`src/rtl/alu_issue_stage.sv`:
```
// Purpose: ID/EX issue stage; decodes ALUOp/funct into ALU control and buffers up to 2 ops.
// Latency: an op accepted at edge N is presented at the outputs after edge N (no bypass).
// Backpressure: in_ready drops when both entries are held; head stays stable until out_ready.
module alu_issue_stage #(
  parameter int XLEN  = 32,
  parameter int CNT_W = 16
) (
  input  logic             clk,
  input  logic             reset,
  input  logic             flush,
  input  logic             in_valid,
  output logic             in_ready,
  input  logic [XLEN-1:0]  rs1_data,
  input  logic [XLEN-1:0]  rs2_data,
  input  logic [XLEN-1:0]  imm,
  input  logic             alu_src,
  input  logic [1:0]       alu_op,
  input  logic [2:0]       funct3,
  input  logic             funct7_5,
  input  logic [4:0]       rd_addr,
  output logic             out_valid,
  input  logic             out_ready,
  output logic [XLEN-1:0]  Rd1,
  output logic [XLEN-1:0]  Rd2_or_Imm,
  output logic [3:0]       control_in,
  output logic [4:0]       rd_out,
  output logic             illegal,
  output logic [1:0]       occupancy,
  output logic [CNT_W-1:0] issue_count
);

  typedef struct packed {
    logic [XLEN-1:0] opa;
    logic [XLEN-1:0] opb;
    logic [3:0]      ctrl;
    logic            ill;
    logic [4:0]      rd;
  } entry_t;

  localparam logic [3:0] CTRL_AND = 4'b0000;
  localparam logic [3:0] CTRL_OR  = 4'b0001;
  localparam logic [3:0] CTRL_ADD = 4'b0010;
  localparam logic [3:0] CTRL_SUB = 4'b0110;
  localparam logic [3:0] CTRL_BAD = 4'b1111;

  entry_t           mem [2];
  entry_t           new_entry;
  entry_t           head;
  logic             wr_ptr;
  logic             rd_ptr;
  logic [1:0]       occ;
  logic [CNT_W-1:0] cnt;
  logic [3:0]       dec_ctrl;
  logic             dec_ill;
  logic             accept;
  logic             issue;

  // Decode ALUOp/funct into the ALU control code; anything unsupported flags illegal.
  always_comb begin
    dec_ctrl = CTRL_BAD;
    dec_ill  = 1'b1;
    unique case (alu_op)
      2'b00: begin dec_ctrl = CTRL_ADD; dec_ill = 1'b0; end
      2'b01: begin dec_ctrl = CTRL_SUB; dec_ill = 1'b0; end
      2'b10: begin
        case (funct3)
          3'b000:  begin dec_ctrl = funct7_5 ? CTRL_SUB : CTRL_ADD; dec_ill = 1'b0; end
          3'b111:  begin dec_ctrl = CTRL_AND; dec_ill = 1'b0; end
          3'b110:  begin dec_ctrl = CTRL_OR;  dec_ill = 1'b0; end
          default: begin dec_ctrl = CTRL_BAD; dec_ill = 1'b1; end
        endcase
      end
      default: begin
        // I-type: funct7_5 is part of the immediate, so it never selects subtract
        case (funct3)
          3'b000:  begin dec_ctrl = CTRL_ADD; dec_ill = 1'b0; end
          3'b111:  begin dec_ctrl = CTRL_AND; dec_ill = 1'b0; end
          3'b110:  begin dec_ctrl = CTRL_OR;  dec_ill = 1'b0; end
          default: begin dec_ctrl = CTRL_BAD; dec_ill = 1'b1; end
        endcase
      end
    endcase
  end

  assign new_entry.opa  = rs1_data;
  assign new_entry.opb  = alu_src ? imm : rs2_data;
  assign new_entry.ctrl = dec_ctrl;
  assign new_entry.ill  = dec_ill;
  assign new_entry.rd   = rd_addr;

  assign in_ready  = (occ != 2'd2);
  assign out_valid = (occ != 2'd0);
  assign accept    = in_valid & in_ready & ~flush;
  assign issue     = out_valid & out_ready;

  // Entry storage; contents only matter while counted in occ, so no reset needed.
  always_ff @(posedge clk) begin
    if (accept) begin
      mem[wr_ptr] <= new_entry;
    end
  end

  // Pointers, occupancy and issue counter; flush still lets a same-cycle issue count.
  always_ff @(posedge clk) begin
    if (reset) begin
      occ    <= 2'd0;
      wr_ptr <= 1'b0;
      rd_ptr <= 1'b0;
      cnt    <= '0;
    end else begin
      if (issue) begin
        cnt <= cnt + 1'b1;
      end
      if (flush) begin
        occ    <= 2'd0;
        wr_ptr <= 1'b0;
        rd_ptr <= 1'b0;
      end else begin
        if (accept) wr_ptr <= ~wr_ptr;
        if (issue)  rd_ptr <= ~rd_ptr;
        occ <= occ + {1'b0, accept} - {1'b0, issue};
      end
    end
  end

  assign head        = mem[rd_ptr];
  assign Rd1         = out_valid ? head.opa  : '0;
  assign Rd2_or_Imm  = out_valid ? head.opb  : '0;
  assign control_in  = out_valid ? head.ctrl : CTRL_BAD;
  assign illegal     = out_valid ? head.ill  : 1'b0;
  assign rd_out      = out_valid ? head.rd   : 5'd0;
  assign occupancy   = occ;
  assign issue_count = cnt;

endmodule

```
`config.mk`:
```
export PLATFORM = sky130hd
export DESIGN_NAME = alu_issue_stage
export DESIGN_NICKNAME = d
export VERILOG_FILES = /design/src/rtl/alu_issue_stage.sv
export SDC_FILE = /design/constraint.sdc
export NUM_CORES = 1
export LEC_CHECK = 0
export CORE_MARGIN = 2
export CORE_UTILIZATION = 39
export DETAILED_ROUTE_END_ITERATION = 10
export GPL_ROUTABILITY_DRIVEN = 0
export PLACE_DENSITY = 0.67
export REMOVE_ABC_BUFFERS = 1
export SETUP_SLACK_MARGIN = 0.5
export SYNTH_ARGS = -nofsm -noshare
export SYNTH_HDL_FRONTEND = slang
export SYNTH_SLANG_ARGS = --single-unit
```
`constraint.sdc`:
```
create_clock -name clk -period 5.8 [get_ports clk]
set_clock_uncertainty 0.1 [all_clocks]
set_input_delay 0.58 -clock clk [delete_from_list [all_inputs] [get_ports clk]]
set_output_delay 0.58 -clock clk [all_outputs]
set_load 0.02 [all_outputs]
```
==> results.yml <==
grt:
  grt_use_total_pct: 15.66
  use_met2_pct: 26.06
  grt_pass1_wl_um: 21970
  grtUsageMet1_pct: 19.55
  grt_pass1_vias: 4273
  grt.overflow.total: 0
  antenna_found_initial: 0
  grt_busiest_layer: "met2"
  grt_max_degree: 55
  grt_use_met3_pct: 4.333
worst_setup_path:
  r2r-start: "occupancy[0]"
  cp_data_arrival_time_ps: 2800
  cp.required_ps: 5120
  critPathKind: "reg2out"
  rr_endpoint: "mem[1][62]"
  r2r.worst_path.cells: 4
  path_max_fanout: 44
  start_kind: "flop"
  worst_setup_path_end_kind: "output port"
  r2r_setup_slack_ps: 3210
synthesis:
  synth_area_leaders: "edfxtp_1, mux2i_1, dfxtp_1"
  synth_edf_count: 148
  synthAdderAreaFrac_pct: 0.5442
  synth_top_area_share_pct: 64.43
  synthFlopType: "edfxtp_1"
  yosysWarnings: 0
  synth-compound-area-share_pct: 1.560
  synthMuxAreaShare_pct: 15.96
  synth_top_cell_by_area: "edfxtp_1"
  synth_xor_area_share_pct: 1.651
  async_flop_share_pct: 0
  synth_commonest_cells: "edfxtp_1, nor2_1, mux2i_1"
  ys_seq_area_share_pct: 70.52
  synthSimpleGateAreaFrac_pct: 8.181
  yosysUniqueCellTypes: 32
  synth.most_common_cell: "edfxtp_1"
  postSynthCellCount: 463
  synth_top_family_by_area: "multiplexers"
  syn-cell-area_sq_um: 6898
  synth-seq-cells: 169
  syn_area_per_cell_sq_um: 14.90
placement:
  port_buffers: 206
  dpl.hpwl_um: 10310
detailed_routing:
  avgViaCountPerCell: 4.866
  wire_per_inst_um: 16.11
  routed_wirelength_um: 14680
  dr.pass1.iters: 4
  drtAntennaViolNets: 0
  route.detailed.drc: 0
  drtIter0Drc: 210
  vias: 4433
die:
  io-pin-count: 207
  core_area_sq_um: 17300
  rows: 48
  die_y_um: 137.0
  die_w_um: 137.0
  die-area_sq_um: 18770
  start_util_pct: 39.88
power_and_ir_drop:
  seq_power_share_pct: 47.4
  total_power_mw: 2.902
  clkPwrFrac_pct: 43.4
  swShare_pct: 18.93
  p_sw_mw: 0.5493
  internal-power_mw: 2.352
  p_per_area_nw_per_um2: 293.2
  comb_power_share_pct: 9.2
  peakVddDrop_uv: 211.4
  p_leak_nw: 3.237
timing:
  rsz0062_at_grt: "no"
  worstMarginPinSlew_ps: 905.1
  fmax_ghz: 0.2872
  finalMaxSlewViolations: 0
  slew-limit-headroom_pct: 39.52
  finalSetupViolCount: 0
  min_period_ps: 3481
  finalSetupTns_ps: 0
  post-route-period-util_pct: 60.03
  hold_violations: 0
outcome:
  status: "complete, no violations"
cts:
  cts_sinks: 169
  postCtsSetupBuffers: 0
  clkTransAtPathRegs_ps: 60
  ctsLongestPathBuffers: 2
  h-tree-depth: 4
  cts-root-buf: "clkbuf_16"
  post_cts_resized: 0
  postCtsHoldBufs: 0
  cts_tree: "done"
  numCtsBuffers: 17
  clk_latency_ps: 420
final_layout:
  syn2layout_area_growth_pct: 43.48
  n_antenna_cell: 0
  nNetsFinal: 790
  fill_cells: 1360
  drive_gt1_share_pct: 10.35
min_path:
  min_to: "issue_count[15]"
  holdCritStartpoint: "issue_count[15]"
  hold_path_depth: 2
  hp-class: "reg2reg"
flow_run:
  cap_violations: 0
per-stage QoR:
stage               cell area (sq um)  util [%]  hold WS (ps)  setup WS (ps)  instances
finish                           9897     57.22         406.8           2319        911
CTS                              9897     57.22         407.0           2271        911
global route                     9897     57.22         431.0           2118        911
floorplan                        6812         -         420.0           1011        442
detailed placement               9234     53.39         393.6           2583        880
global placement                 9234     53.39         369.6           2687        880
final cells by class:
| cell class | count | area, sq um | area share, % |
|---|---|---|---|
| clock buffer | 21 | 440.4 | 4.450 |
| clock inverter | 10 | 222.7 | 2.250 |
| inverter | 6 | 22.52 | 0.2276 |
| multi-input combinational | 267 | 1947 | 19.67 |
| sequential | 169 | 4868 | 49.19 |
| tap | 225 | 281.5 | 2.845 |
| timing repair buffer | 213 | 2115 | 21.37 |
cell families after synthesis:
kind of cell | count (synthesis)
and+or+nand+nor | 127
adders and majority gates | 3
xor gates and xnor gates | 13
AOI/OAI and AO/OA | 18
buffers and inverters | 27
DFF | 169
muxes | 106
sequential cells by signal, summed over array words and instances, names as in the netlist, named ones only:
signal,cells
rd_ptr,1
issue_count,16
wr_ptr,1
occupancy,2
mem,148
placed cells by master, fill, tap and decap left out, drive strengths merged, types with 6 or more instances in the layout:
master	synthesis	routed
inv	6	6
dfxtp	21	21
clkdlybuf4s50	0	206
mux2	32	32
nor2	82	82
buf	9	7
xor2	8	8
o21ai	6	6
or3	7	7
mux2i	74	74
nand2	13	13
edfxtp	148	148
bufinv	0	7
a21oi	8	8
clkbuf	12	21
power groups by stage:
stage	Sequential [mW]	Clock (mW)	Combinational, mW
global placement	1.40	0	0.265
global route	1.38	1.33	0.288
detailed placement	1.40	0	0.269
floorplan	1.40	0	0.107
CTS	1.38	1.28	0.271
finish	1.37	1.26	0.267
layer usage:
layer / vias to the layer above / share of wire (%)
li1: 2132 / -
met1: 2119 / 42
met2: 165 / 50
met3: 17 / 7.0
met4: 0 / 1.3
met5: - / 0
worst max-delay path, cell delays in order (launching register included):
cell             delay [ps]
dfxtp_4                 830
buf_4                   580
mux2i_1                 140
nor2_1                  150
clkdlybuf4s50_1         630
worst max path at each step:
stage | start | to | slack [ps] | depth (start not counted)
floorplan | occupancy[1] | occupancy[1] | 1010 | 10
global placement | flush | mem[1][55] | 2690 | 4
detailed placement | flush | mem[1][55] | 2580 | 4
CTS | flop | Rd1[20] | 2270 | 4
global route | flop | rd_out[0] | 2120 | 4
finish | flop | Rd1[9] | 2320 | 4
Note: power is estimated with default switching activity, not from simulation.
